==> config.mk <==
export PLATFORM = sky130hd
export DESIGN_NAME = rr_blocking_relay_flat
export DESIGN_NICKNAME = d
export VERILOG_FILES = /design/src/rtl/rr_blocking_relay_if.sv /design/src/rtl/rr_blocking_relay.sv /design/src/flat_wrapper.sv
export SDC_FILE = /design/constraint.sdc
export NUM_CORES = 1
export LEC_CHECK = 0
export ABC_AREA = 0
export CORE_ASPECT_RATIO = 1.1
export CORE_MARGIN = 2
export CORE_UTILIZATION = 31
export CTS_BUF_LIST = sky130_fd_sc_hd__clkbuf_8
export DETAILED_ROUTE_END_ITERATION = 8
export PLACE_DENSITY = 0.52
export SLEW_MARGIN = 20
export SYNTH_ARGS = -nofsm -noshare
export SYNTH_HDL_FRONTEND = slang
export SYNTH_SLANG_ARGS = --single-unit
==> constraint.sdc <==
create_clock -name clk -period 4.4 [get_ports clk]
set_input_delay 0.66 -clock clk [delete_from_list [all_inputs] [get_ports clk]]
set_output_delay 0.66 -clock clk [all_outputs]
set_load 0.005 [all_outputs]
==> src/rtl/rr_blocking_relay_if.sv <==
// Relay handshake bundle: blocking inputs in,
// tagged master output out.
interface rr_blocking_relay_if #(
  parameter int NUM_CH = 4,
  parameter int DATA_W = 32
);
  localparam int CH_W = $clog2(NUM_CH);

  logic [NUM_CH*DATA_W-1:0] b_in;
  logic [NUM_CH-1:0]        b_in_sync;
  logic [NUM_CH-1:0]        b_in_notify;
  logic [DATA_W-1:0]        m_out;
  logic [CH_W-1:0]          m_out_ch;
  logic                     m_out_notify;

  modport master (
    output b_in,
    output b_in_sync,
    input  b_in_notify,
    input  m_out,
    input  m_out_ch,
    input  m_out_notify
  );

  modport slave (
    input  b_in,
    input  b_in_sync,
    output b_in_notify,
    output m_out,
    output m_out_ch,
    output m_out_notify
  );
endinterface

==> src/rtl/rr_blocking_relay.sv <==
// Round-robin blocking-input relay with FIFO,
// optional per-channel running sum, throttled output.
module rr_blocking_relay #(
  parameter int NUM_CH  = 4,
  parameter int DATA_W  = 32,
  parameter int DEPTH   = 4,
  parameter int MODE    = 0,
  parameter int OUT_GAP = 0
) (
  input  logic               clk,
  input  logic               rst,
  rr_blocking_relay_if.slave bus
);
  localparam int CH_W = $clog2(NUM_CH);
  localparam int AW   = $clog2(DEPTH);
  localparam int GW   =
    (OUT_GAP > 0) ? $clog2(OUT_GAP + 1) : 1;

  localparam logic [CH_W-1:0] LAST_CH =
    CH_W'(NUM_CH - 1);
  localparam logic [AW:0]     FULL = (AW+1)'(DEPTH);
  localparam logic [GW-1:0]   GAP  = GW'(OUT_GAP);

  typedef struct packed {
    logic [CH_W-1:0]   ch;
    logic [DATA_W-1:0] data;
  } entry_t;

  entry_t            mem [DEPTH];
  logic [DATA_W-1:0] sum [NUM_CH];
  logic [CH_W-1:0]   ptr;
  logic [CH_W-1:0]   ptr_next;
  logic [AW-1:0]     wr_ptr;
  logic [AW-1:0]     rd_ptr;
  logic [AW:0]       count;
  logic [AW:0]       count_next;
  logic [GW-1:0]     gap;
  logic [DATA_W-1:0] din;
  logic [DATA_W-1:0] word;
  logic              push;
  logic              pop;

  // Notify is one-hot at ptr, so only the polled
  // channel can transfer in a given cycle.
  always_comb begin
    ptr_next = (ptr == LAST_CH) ? '0 : ptr + CH_W'(1);
    din      = bus.b_in[ptr*DATA_W +: DATA_W];
    push     = bus.b_in_sync[ptr] & bus.b_in_notify[ptr];
    pop      = (count != '0) && (gap == '0);
    word     = (MODE == 1) ? sum[ptr] + din : din;
    count_next = count
               + {{AW{1'b0}}, push}
               - {{AW{1'b0}}, pop};
  end

  // Poll pointer, occupancy, gap timer and notify.
  always_ff @(posedge clk or negedge rst) begin
    if (!rst) begin
      ptr             <= '0;
      count           <= '0;
      gap             <= '0;
      bus.b_in_notify <= NUM_CH'(1);
    end else begin
      ptr   <= ptr_next;
      count <= count_next;
      if (count_next < FULL)
        bus.b_in_notify <= NUM_CH'(1) << ptr_next;
      else
        bus.b_in_notify <= '0;
      if (pop)
        gap <= GAP;
      else if (gap != '0)
        gap <= gap - GW'(1);
    end
  end

  // Write side: FIFO pointer and running sums.
  always_ff @(posedge clk or negedge rst) begin
    if (!rst) begin
      wr_ptr <= '0;
      for (int i = 0; i < NUM_CH; i++)
        sum[i] <= '0;
    end else if (push) begin
      wr_ptr <= wr_ptr + AW'(1);
      if (MODE == 1)
        sum[ptr] <= word;
    end
  end

  // Storage has no reset; occupancy guards reads.
  always_ff @(posedge clk) begin
    if (push)
      mem[wr_ptr] <= '{ch: ptr, data: word};
  end

  // Read side: registered output, held when idle.
  always_ff @(posedge clk or negedge rst) begin
    if (!rst) begin
      rd_ptr           <= '0;
      bus.m_out        <= '0;
      bus.m_out_ch     <= '0;
      bus.m_out_notify <= 1'b0;
    end else begin
      bus.m_out_notify <= pop;
      if (pop) begin
        rd_ptr       <= rd_ptr + AW'(1);
        bus.m_out    <= mem[rd_ptr].data;
        bus.m_out_ch <= mem[rd_ptr].ch;
      end
    end
  end
endmodule

==> src/flat_wrapper.sv <==
// flat-port wrapper written by rule: the top's interface ports become plain ports
module rr_blocking_relay_flat 
#(
  parameter int NUM_CH  = 4,
  parameter int DATA_W  = 32,
  parameter int DEPTH   = 4,
  parameter int MODE    = 0,
  parameter int OUT_GAP = 0
)
  (clk, rst, bus_b_in, bus_b_in_sync, bus_b_in_notify, bus_m_out, bus_m_out_ch, bus_m_out_notify);
  rr_blocking_relay_if #(.NUM_CH(NUM_CH), .DATA_W(DATA_W)) bus_i ();
  input  logic clk;
  input  logic rst;
  input wire logic [$bits(bus_i.b_in)-1:0] bus_b_in;
  input wire logic [$bits(bus_i.b_in_sync)-1:0] bus_b_in_sync;
  output wire logic [$bits(bus_i.b_in_notify)-1:0] bus_b_in_notify;
  output wire logic [$bits(bus_i.m_out)-1:0] bus_m_out;
  output wire logic [$bits(bus_i.m_out_ch)-1:0] bus_m_out_ch;
  output wire logic [$bits(bus_i.m_out_notify)-1:0] bus_m_out_notify;
  assign bus_i.b_in = bus_b_in;
  assign bus_i.b_in_sync = bus_b_in_sync;
  assign bus_b_in_notify = bus_i.b_in_notify;
  assign bus_m_out = bus_i.m_out;
  assign bus_m_out_ch = bus_i.m_out_ch;
  assign bus_m_out_notify = bus_i.m_out_notify;
  rr_blocking_relay #(.NUM_CH(NUM_CH), .DATA_W(DATA_W), .DEPTH(DEPTH), .MODE(MODE), .OUT_GAP(OUT_GAP)) u_core (.clk(clk), .rst(rst), .bus(bus_i));
endmodule
==> flow_summary_export.csv, run 1 <==
group,metric,value,unit
outcome,status,"completed",
routing,ant_nets,0,
synth,synth_common_cells,"136 x edfxtp_1, 67 x mux4_2, 47 x dfrtp_1",
final_layout,finish.utilization,0.416,
sta,max_freq,334,MHz
setup_path,startpoint_type,"flip-flop",
setup_path,r2r-start,"u_core.count[1]$_DFF_PN0_",
synth,seq_area_frac_synth,0.693,
sta,fin_crit,3.00,ns
die,start_util,0.314,
synth,synth_top_area_share,0.536,
clock_network,cts_setup_buffers,0,
clock_network,numCtsBuffers,17,
routing,via_count,3967,
power_and_ir_drop,cellLeakagePower,3.49,nW
setup_path,worst-setup-path-type,"flip-flop to flip-flop",
grt,antenna_found_initial,0,
synth,synth.distinct_cells,21,
setup_path,cp_data_required_time,4.73,ns
setup_path,reg2reg_to,"u_core.bus.b_in_notify[2]$_DFF_PN0_",
place,gp_congestion,0.675,
grt,grt_pass1_vias,4440,
setup_path,path_delay_family,"adder cells",
grt,grt_pass1_wl,24900,um
routing,avgRoutedWirePerCell,19.2,um
synth,syn_nets,491,
final_layout,register_area,5290,um^2
clock_network,clk_path_buf_depth,2,
sta,grt_setup_unrepaired,"no",
grt,grt-ovfl-total,0,
grt,grt_max_degree,49,
sta,min_period_over_period,0.681,
sta,finalHoldViolCount,0,
clock_network,cts-htree-levels,4,
die,dieWidth,154,um
die,die_y,169,um
synth,synthArstFlopShare,0.261,
final_layout,final_net_count,666,
final_layout,diodes,0,
sta,slew_violations,0,
clock_network,clk_pin_slew_worst_paths,0.10,ns
place,placed_cells,812,
grt,grt.total_usage,0.128,
clock_network,cts_resized,0,
die,row_count,60,
synth,synth_edf_count,136,
synth,synth.area.top_cells,"edfxtp_1 54%, mux4_2 20%, dfrtp_1 15%",
setup_path,cp_slowest_cell,"or3_2",
clock_network,clockRootBuffer,"clkbuf_8",
min_path,min_path_type,"input pin to asynchronous set/reset pin",
synth,syn_area,7630,um^2
setup_path,rrSetupSlack,1.40,ns
place,pre_cts_ws,1.21,ns
place,portBuffers,172,
synth,synth_flop_cell,"edfxtp_1",
routing,dr.pass1.iters,4,
power_and_ir_drop,peakVddDrop,0.000216,V
setup_path,cpMostUsedCell,"ha_1",
sta,fin_skew,0.0159,ns
setup_path,cp_max_fo,38,
routing,drt_iter0_markers,193,
final_layout,multi_input_area,2190,um^2
sta,setup_violations,0,
setup_path,r2r_cells,7,
final_layout,drive_above_1_share,0.279,
setup_path,cpPeakStageDelay,0.89,ns
place,dp.final_hpwl,10400,um
routing,routed_wl,16200,um
clock_network,cts_num_sinks,184,
power_and_ir_drop,cellPowerDensity,534,nW/um^2
synth,synth.largest_area_cell,"edfxtp_1",
synth,yosysWarningCount,0,
die,io_pins,173,
setup_path,cp.arrival,3.32,ns
setup_path,cp_num_buf_inv,1,
clock_network,holdBufCountCts,0,
die,die_area,25900,um^2
sta,tightest_slew,0.967,ns
sta,final.setup.tns,0,ns
final_layout,fillCellCount,2168,
routing,viasPerCell,4.70,
setup_path,path_cells,"or3_2, ha_1, inv_1, ha_1, fa_1, xnor2_1, nor2b_1",
synth,avgSynthCellArea,22.0,um^2
final_layout,area_growth_syn_to_layout,32.7,%
synth,yosysMostFrequentCell,"edfxtp_1",
setup_path,crit_path_end_kind,"flip-flop",
routing,route.detailed.drc,0,
final_layout,layout.cells.non_filler,844,
synth,syn_inst,346,
die,coreArea,24300,um^2
clock_network,clock_latency,0.46,ns
clock_network,cts_tree,"yes",
job,cap_violations,0,
sta,setup_slack,1.40,ns
synth,ys_ff_latch,184,
sta,relSlewSlack,0.355,
## metal layers
metal  part of all wire  track usage  wire length (um)  up-vias
li1                   -            -                 -     1758
met1               0.40        0.150              6550     2090
met2               0.54        0.228              8720       99
met3              0.042       0.0343               677       20
met4              0.016       0.0443               266        0
met5                  0            0                 0        -
## cell usage in the layout, fill, tap and decap left out, types with 2 or more instances in the layout
master / instances
and2b_2: 3
buf_4: 4
bufinv_16: 5
clkbuf_8: 19
clkdlybuf4s50_1: 171
clkinv_2: 3
clkinv_4: 2
clkinvlp_4: 2
dfrtp_1: 43
dfrtp_2: 3
edfxtp_1: 136
ha_1: 10
inv_1: 9
mux2_2: 34
mux4_2: 67
nand2_1: 5
nor2b_1: 4
xnor2_1: 3
xor2_1: 2
## power by group
group          switching [mW]  internal (mW)  leakage (nW)
clock                   0.581          0.703         0.233
combinational           0.528           1.01          1.47
sequential              0.304           2.28          1.80
## registers in the layout (all words and copies together) (netlist names)
signal / count
u_core.bus.b_in_notify: 4
u_core.bus.m_out: 32
u_core.bus.m_out_ch: 2
u_core.bus.m_out_notify: 1
u_core.count: 3
u_core.mem: 136
u_core.ptr: 2
u_core.rd_ptr: 2
u_core.wr_ptr: 2
## cells by family (layout without fill, tap and decap cells)
logic type | after synthesis | after routing | share of synthesized area
buf+inv | 29 | 217 | 0.0212
simple gates | 15 | 15 | 0.0108
xor+xnor | 5 | 5 | 0.00574
flops | 184 | 184 | 0.693
mux | 102 | 102 | 0.250
fa+ha+maj | 11 | 11 | 0.0190
## final cells by class
cell class / instances / share of cell area
clock buffers: 19 / 0.0259
flip-flops and latches: 184 / 0.523
inverters: 9 / 0.00334
clock inverters: 13 / 0.0199
multi-input cells: 133 / 0.217
well taps: 310 / 0.0383
repair buffers: 176 / 0.173
## worst max path at each step
stage                                          from                             endpoint  slack [ns]  cells past startpoint
after floorplan                    bus_b_in_sync[0]           u_core.mem[3][0]$_DFFE_PP_        1.18                      3
after global placement             bus_b_in_sync[0]          u_core.mem[3][15]$_DFFE_PP_        1.28                      5
after detailed placement           bus_b_in_sync[2]          u_core.mem[3][15]$_DFFE_PP_        1.21                      5
after CTS                 u_core.count[1]$_DFF_PN0_  u_core.bus.b_in_notify[1]$_DFF_PN0_        1.35                      7
after global routing      u_core.count[1]$_DFF_PN0_  u_core.bus.b_in_notify[2]$_DFF_PN0_        1.21                      7
final                     u_core.count[1]$_DFF_PN0_  u_core.bus.b_in_notify[2]$_DFF_PN0_        1.40                      7
## metrics by stage
stage	cell area [um^2]	hold WS, ns	total power, mW
3_5_place_dp	9650	0.496	4.22
2_1_floorplan	7630	0.364	3.48
3_3_place_gp	9650	0.495	4.17
4_1_cts	10100	0.331	5.51
5_1_grt	10100	0.359	5.71
6_report	10100	0.331	5.40
No activity file was read; power rests on OpenSTA's default activity.
==> run 2: changes to the inputs <==
PLACE_DENSITY = 0.54   (was 0.52)
clock period = 2.5 ns   (was 4.4 ns; I/O delays follow)
==> run 2 against run 1 <==
Register-to-register slack worse by 1.3 ns. Core utilization increased by 0.28 points. Die area unchanged. Flip-flop and latch count unchanged. Critical endpoint is now u_core.bus.b_in_notify[1]$_DFF_PN0_. Highest routed layer unchanged.
==> flow_summary_export.csv, run 2 (synthesis gave the netlist of run 1 again) <==
group,metric,value,unit
power_and_ir_drop,cellLeakagePower,3.52,nW
power_and_ir_drop,swShare,0.271,
sta,grt_setup_unrepaired,"no",
sta,relSlewSlack,0.611,
sta,finalHoldViolCount,0,
sta,slew_violations,0,
sta,max_freq,421,MHz
power_and_ir_drop,pwr-share-clk,0.211,
final_layout,largest_register,"u_core.mem",
final_layout,largest_reg_flops,136,
routing,drt_iter0_markers,215,
final_layout,mostFrequentLayoutCell,"clkdlybuf4s50_1",
setup_path,worst-setup-path-type,"flip-flop to flip-flop",
routing,viasPerCell,4.71,
clock_network,clock_latency,0.45,ns
clock_network,cts_resized,0,
power_and_ir_drop,finalPower,9.30,mW
power_and_ir_drop,peakVddDrop,0.000388,V
power_and_ir_drop,p_switching,2.52,mW
setup_path,startpoint_type,"flip-flop",
routing,routed_wl,16300,um
setup_path,crit_path_end_kind,"flip-flop",
clock_network,cts_tree,"yes",
final_layout,fillCellCount,2187,
die,coreArea,24300,um^2
die,start_util,0.314,
sta,tightest_slew,0.584,ns
grt,antenna_found_initial,0,
sta,setup_violations,0,
sta,fin_skew,0.0135,ns
outcome,status,"completed",
grt,grt_pass1_wl,25500,um
min_path,min_path_type,"input pin to asynchronous set/reset pin",
final_layout,layout_common_cells,"171 x clkdlybuf4s50_1, 136 x edfxtp_1, 67 x mux4_2",
place,gp_congestion,0.680,
place,portBuffers,172,
die,die_y,169,um
final_layout,drive_above_1_share,0.292,
routing,ant_nets,0,
sta,fin_worst_hold_slack,0.416,ns
final_layout,area_growth_syn_to_layout,33.6,%
setup_path,cp.arrival,2.70,ns
place,dp.final_hpwl,10900,um
grt,grt.total_usage,0.130,
power_and_ir_drop,power_frac_comb,0.326,
routing,dr.pass1.iters,4,
sta,min_period_over_period,0.949,
power_and_ir_drop,cellPowerDensity,913,nW/um^2
clock_network,clk_pin_slew_worst_paths,0.09,ns
job,cap_violations,0,
power_and_ir_drop,power_frac_seq,0.464,
routing,route.detailed.drc,0,
grt,grt_pass1_vias,4529,
setup_path,cp_max_fo,5,
final_layout,final_net_count,676,
sta,fin_crit,2.37,ns
grt,grt-ovfl-total,0,
grt,grt_max_degree,40,
power_and_ir_drop,p_int,6.78,mW
final_layout,top_regs,"u_core.mem (136), u_core.bus.m_out (32), u_core.bus.b_in_notify (4)",
routing,via_count,4021,
routing,avgRoutedWirePerCell,19.1,um
die,dieWidth,154,um
clock_network,clockRootBuffer,"clkbuf_8",
die,io_pins,173,
final_layout,diodes,0,
die,die_area,25900,um^2
setup_path,cp_data_required_time,2.82,ns
die,row_count,60,
clock_network,numCtsBuffers,17,
clock_network,cts-htree-levels,4,
clock_network,clk_path_buf_depth,2,
clock_network,cts_num_sinks,184,
[run 2: changes by cell type in the layout (fill, tap and decap cells not counted)]
cell           change
buf_12             +5
bufinv_16          -3
inv_6              +4
clkbuf_8           -1
inv_1              -1
dlygate4sd3_1      +1
buf_4              +4
clkinv_4           -1
dfrtp_2            +1
dfrtp_4            -1
clkinvlp_4         +1
clkinv_2           +1
[run 2: layer usage]
metal / GRT usage / vias up / share of wire / wire (um)
li1: - / 1778 / - / -
met1: 0.154 / 2131 / 0.40 / 6550
met2: 0.234 / 101 / 0.54 / 8790
met3: 0.0338 / 11 / 0.049 / 799
met4: 0.0347 / 0 / 0.010 / 168
met5: 0 / - / 0 / 0
[run 2: power groups by stage]
stage               logic [mW]  registers, mW  clock network (mW)
finish                    3.03           4.31                1.96
global route              3.31           4.40                2.16
CTS                       3.13           4.33                2.04
detailed placement        3.11           4.40                   0
global placement          3.05           4.37                   0
floorplan                 1.82           4.30                   0
[run 2: worst max-delay path, cell delays in order (launching register included)]
cell     delay, ns
dfrtp_1       0.41
or3_2         0.48
ha_1          0.30
inv_1         0.04
ha_1          0.18
fa_1          0.37
xnor2_1       0.37
nor2b_1       0.10
[run 2: final cells by class]
type                       instances  area, um^2  area share
sequential                       184        5290       0.520
multi-input combinational        133        2190       0.215
timing repair buffer             186        1890       0.185
tap                              310         388      0.0381
clock buffer                      18         248      0.0243
clock inverter                    14         146      0.0144
inverter                           9        33.8     0.00332
[run 2: timing repair]
action / 4_1_cts / 5_1_grt
setup buffers: 0 / 0
hold endpoints to repair: 16 / 0
setup endpoints to repair: 0 / 0
hold buffers: 1 / 0
[run 2: metrics by stage]
step	cells	setup slack, ns	util	TNS [ns]	area [um^2]
final	854	0.127	0.419	0	10200
after global routing	854	0.0172	0.419	0	10200
after CTS	854	0.104	0.419	0	10200
after detailed placement	821	0.0180	0.402	0	9780
after global placement	821	0.105	0.402	0	9780
after floorplan	346	-0.0262	-	-2.67	7630
[run 2: worst paths after layout]
check	cells after the start	end	start	slack [ns]
setup reg to reg	7	u_core.bus.b_in_notify[1]$_DFF_PN0_	u_core.count[1]$_DFF_PN0_	0.13
hold / removal	2	u_core.bus.m_out[14]$_DFFE_PN0N_	rst	0.42
max in group asynchronous	3	u_core.bus.b_in_notify[0]$_DFF_PN1_	rst	1.40
min in group clk	1	u_core.bus.m_out[23]$_DFFE_PN0N_	u_core.bus.m_out[23]$_DFFE_PN0N_	0.51
hold reg to reg	1	u_core.bus.m_out[23]$_DFFE_PN0N_	u_core.bus.m_out[23]$_DFFE_PN0N_	0.51
setup / recovery	7	u_core.bus.b_in_notify[1]$_DFF_PN0_	u_core.count[1]$_DFF_PN0_	0.13
==> run 3: changes to the inputs <==
CTS_BUF_LIST = sky130_fd_sc_hd__clkbuf_16   (was sky130_fd_sc_hd__clkbuf_8)
PLACE_DENSITY = 0.52   (was 0.54)
clock period = 2.22 ns   (was 2.5 ns; I/O delays follow)
==> run 3 against run 2 <==
Register-to-register slack better by 0.02 ns. Highest routed layer unchanged. Die area stayed put. Worst setup slack better by 0.016 ns. Cell area is 3.7% higher. Power is 25% higher. Largest power group unchanged. Non-clock buffer count is 9 higher.
==> flow_summary_export.csv, run 3 (synthesis gave the netlist of run 1 again) <==
group,metric,value,unit
outcome,status,"completed",
clock_network,cts_tree,"yes",
power_and_ir_drop,cellLeakagePower,3.70,nW
grt,grt.total_usage,0.132,
sta,min_period_over_period,0.935,
routing,routed_wl,16500,um
setup_path,r2r_cells,7,
grt,grt_pass1_vias,4563,
place,portBuffers,172,
power_and_ir_drop,finalPower,11.7,mW
final_layout,top_regs,"u_core.mem (136), u_core.bus.m_out (32), u_core.bus.b_in_notify (4)",
grt,grt_max_degree,40,
routing,dr.pass1.iters,5,
final_layout,drive_above_1_share,0.306,
clock_network,numCtsBuffers,17,
setup_path,cp_slowest_cell,"dfrtp_1",
final_layout,mostFrequentLayoutCell,"clkdlybuf4s50_1",
place,placed_cells,829,
job,cap_violations,0,
setup_path,cpPeakStageDelay,0.40,ns
sta,relSlewSlack,0.612,
routing,drt_iter0_markers,188,
final_layout,largest_reg_flops,136,
final_layout,largest_register,"u_core.mem",
setup_path,startpoint,"u_core.count[1]$_DFF_PN0_",
clock_network,clock_latency,0.42,ns
place,pre_cts_ws,-0.0621,ns
setup_path,startpoint_type,"flip-flop",
setup_path,cp_data_required_time,2.53,ns
sta,slew_violations,0,
sta,fin_skew,0.00922,ns
die,io_pins,173,
final_layout,layout_common_cells,"171 x clkdlybuf4s50_1, 136 x edfxtp_1, 67 x mux4_2",
sta,max_freq,482,MHz
clock_network,cts-htree-levels,4,
setup_path,r2r-start,"u_core.count[1]$_DFF_PN0_",
grt,grt-ovfl-total,0,
sta,setup_slack,0.143,ns
die,dieWidth,154,um
setup_path,cp_num_buf_inv,1,
setup_path,cp.arrival,2.39,ns
die,die_area,25900,um^2
die,start_util,0.314,
clock_network,clk_pin_slew_worst_paths,0.07,ns
power_and_ir_drop,cellPowerDensity,1110,nW/um^2
setup_path,crit_path_end_kind,"flip-flop",
routing,route.detailed.drc,0,
final_layout,fillCellCount,2123,
grt,grt_pass1_wl,25600,um
place,place_area,9890,um^2
final_layout,diodes,0,
routing,viasPerCell,4.67,
setup_path,cp.depth,7,
clock_network,cts_num_sinks,184,
sta,grt_setup_unrepaired,"no",
routing,avgRoutedWirePerCell,19.1,um
final_layout,area_growth_syn_to_layout,38.5,%
setup_path,path_cells,"or3_4, ha_4, inv_1, ha_2, fa_2, xnor2_4, nor2b_1",
sta,tightest_slew,0.582,ns
sta,setup_violations,0,
place,dp.final_hpwl,11500,um
setup_path,rrSetupSlack,0.14,ns
final_layout,final_net_count,685,
die,coreArea,24300,um^2
die,die_y,169,um
sta,finalHoldViolCount,0,
setup_path,crit_path_end,"u_core.bus.b_in_notify[1]$_DFF_PN0_",
clock_network,clockRootBuffer,"clkbuf_16",
final_layout,layout.cells.non_filler,863,
die,row_count,60,
power_and_ir_drop,peakVddDrop,0.000586,V
setup_path,worst-setup-path-type,"flip-flop to flip-flop",
setup_path,path_delay_family,"adder cells",
min_path,min_path_type,"input pin to asynchronous set/reset pin",
place,gp_congestion,0.707,
routing,via_count,4029,
routing,ant_nets,0,
clock_network,clk_path_buf_depth,2,
final_layout,final_area,10600,um^2
setup_path,reg2reg_to,"u_core.bus.b_in_notify[1]$_DFF_PN0_",
setup_path,cp_max_fo,5,
grt,antenna_found_initial,0,
sta,fin_crit,2.08,ns
## run 3: cell count changes in the layout (fill, tap and decap cells not counted), moves of 2 or more
cell       previous run  this run
ha_1                 10         8
bufinv_16             2         4
buf_12                5         8
clkinv_2              4         1
clkbuf_16             0        17
clkbuf_8             18         0
clkinv_1              0         2
buf_4                 8        14
## run 3: layout make-up
type / count / area, um^2 / share of cell area
sequential: 184 / 5290 / 0.501
multi-input combinational: 133 / 2230 / 0.211
timing repair buffer: 195 / 1990 / 0.189
clock buffer: 17 / 425 / 0.0403
tap: 310 / 388 / 0.0367
clock inverter: 15 / 198 / 0.0187
inverter: 9 / 33.8 / 0.00320
## run 3: worst min-delay path by stage
stage	endpoint	start	slack (ns)
3_5_place_dp	u_core.bus.m_out[15]$_DFFE_PN0N_	rst	0.36
4_1_cts	u_core.bus.m_out[15]$_DFFE_PN0N_	rst	0.46
3_3_place_gp	u_core.bus.m_out[15]$_DFFE_PN0N_	rst	0.35
5_1_grt	u_core.bus.m_out[9]$_DFFE_PN0N_	rst	0.47
2_1_floorplan	u_core.bus.b_in_notify[1]$_DFF_PN0_	rst	0.04
6_report	u_core.bus.m_out[15]$_DFFE_PN0N_	rst	0.42
## run 3: routing by layer
metal / share of wire / vias up / global-route usage
met2: 0.52 / 117 / 0.229
met4: 0.012 / 0 / 0.0371
li1: - / 1803 / -
met1: 0.41 / 2094 / 0.165
met5: 0 / - / 0
met3: 0.050 / 15 / 0.0341
## run 3: worst register-to-register path: cells and delay by family, from the launching register on
family / cells / cell delay, ns
xor+xnor: 1 / 0.23
flops: 1 / 0.40
fa+ha+maj: 3 / 0.84
buf+inv: 1 / 0.04
simple gates: 2 / 0.46
## run 3: stage by stage
step	hold slack, ns	utilization	setup TNS [ns]
6_report	0.423	0.434	0
5_1_grt	0.467	0.434	0
4_1_cts	0.456	0.433	0
3_5_place_dp	0.361	0.407	-3.67
3_3_place_gp	0.349	0.407	-2.58
2_1_floorplan	0.0374	-	0
## run 3: repair_timing
action / CTS / global route
resized for setup: 0 / 4
setup endpoints to repair: 0 / 4
buffers inserted: 0 / 1
hold buffers: 1 / 0
hold endpoints to repair: 20 / 0
## run 3: where the power goes
part | internal, mW | leakage, nW | switching, mW
Clock | 1.89 | 0.302 | 1.26
Sequential | 4.51 | 1.79 | 0.366
Combinational | 2.26 | 1.60 | 1.38
Total | 8.66 | 3.70 | 3.00
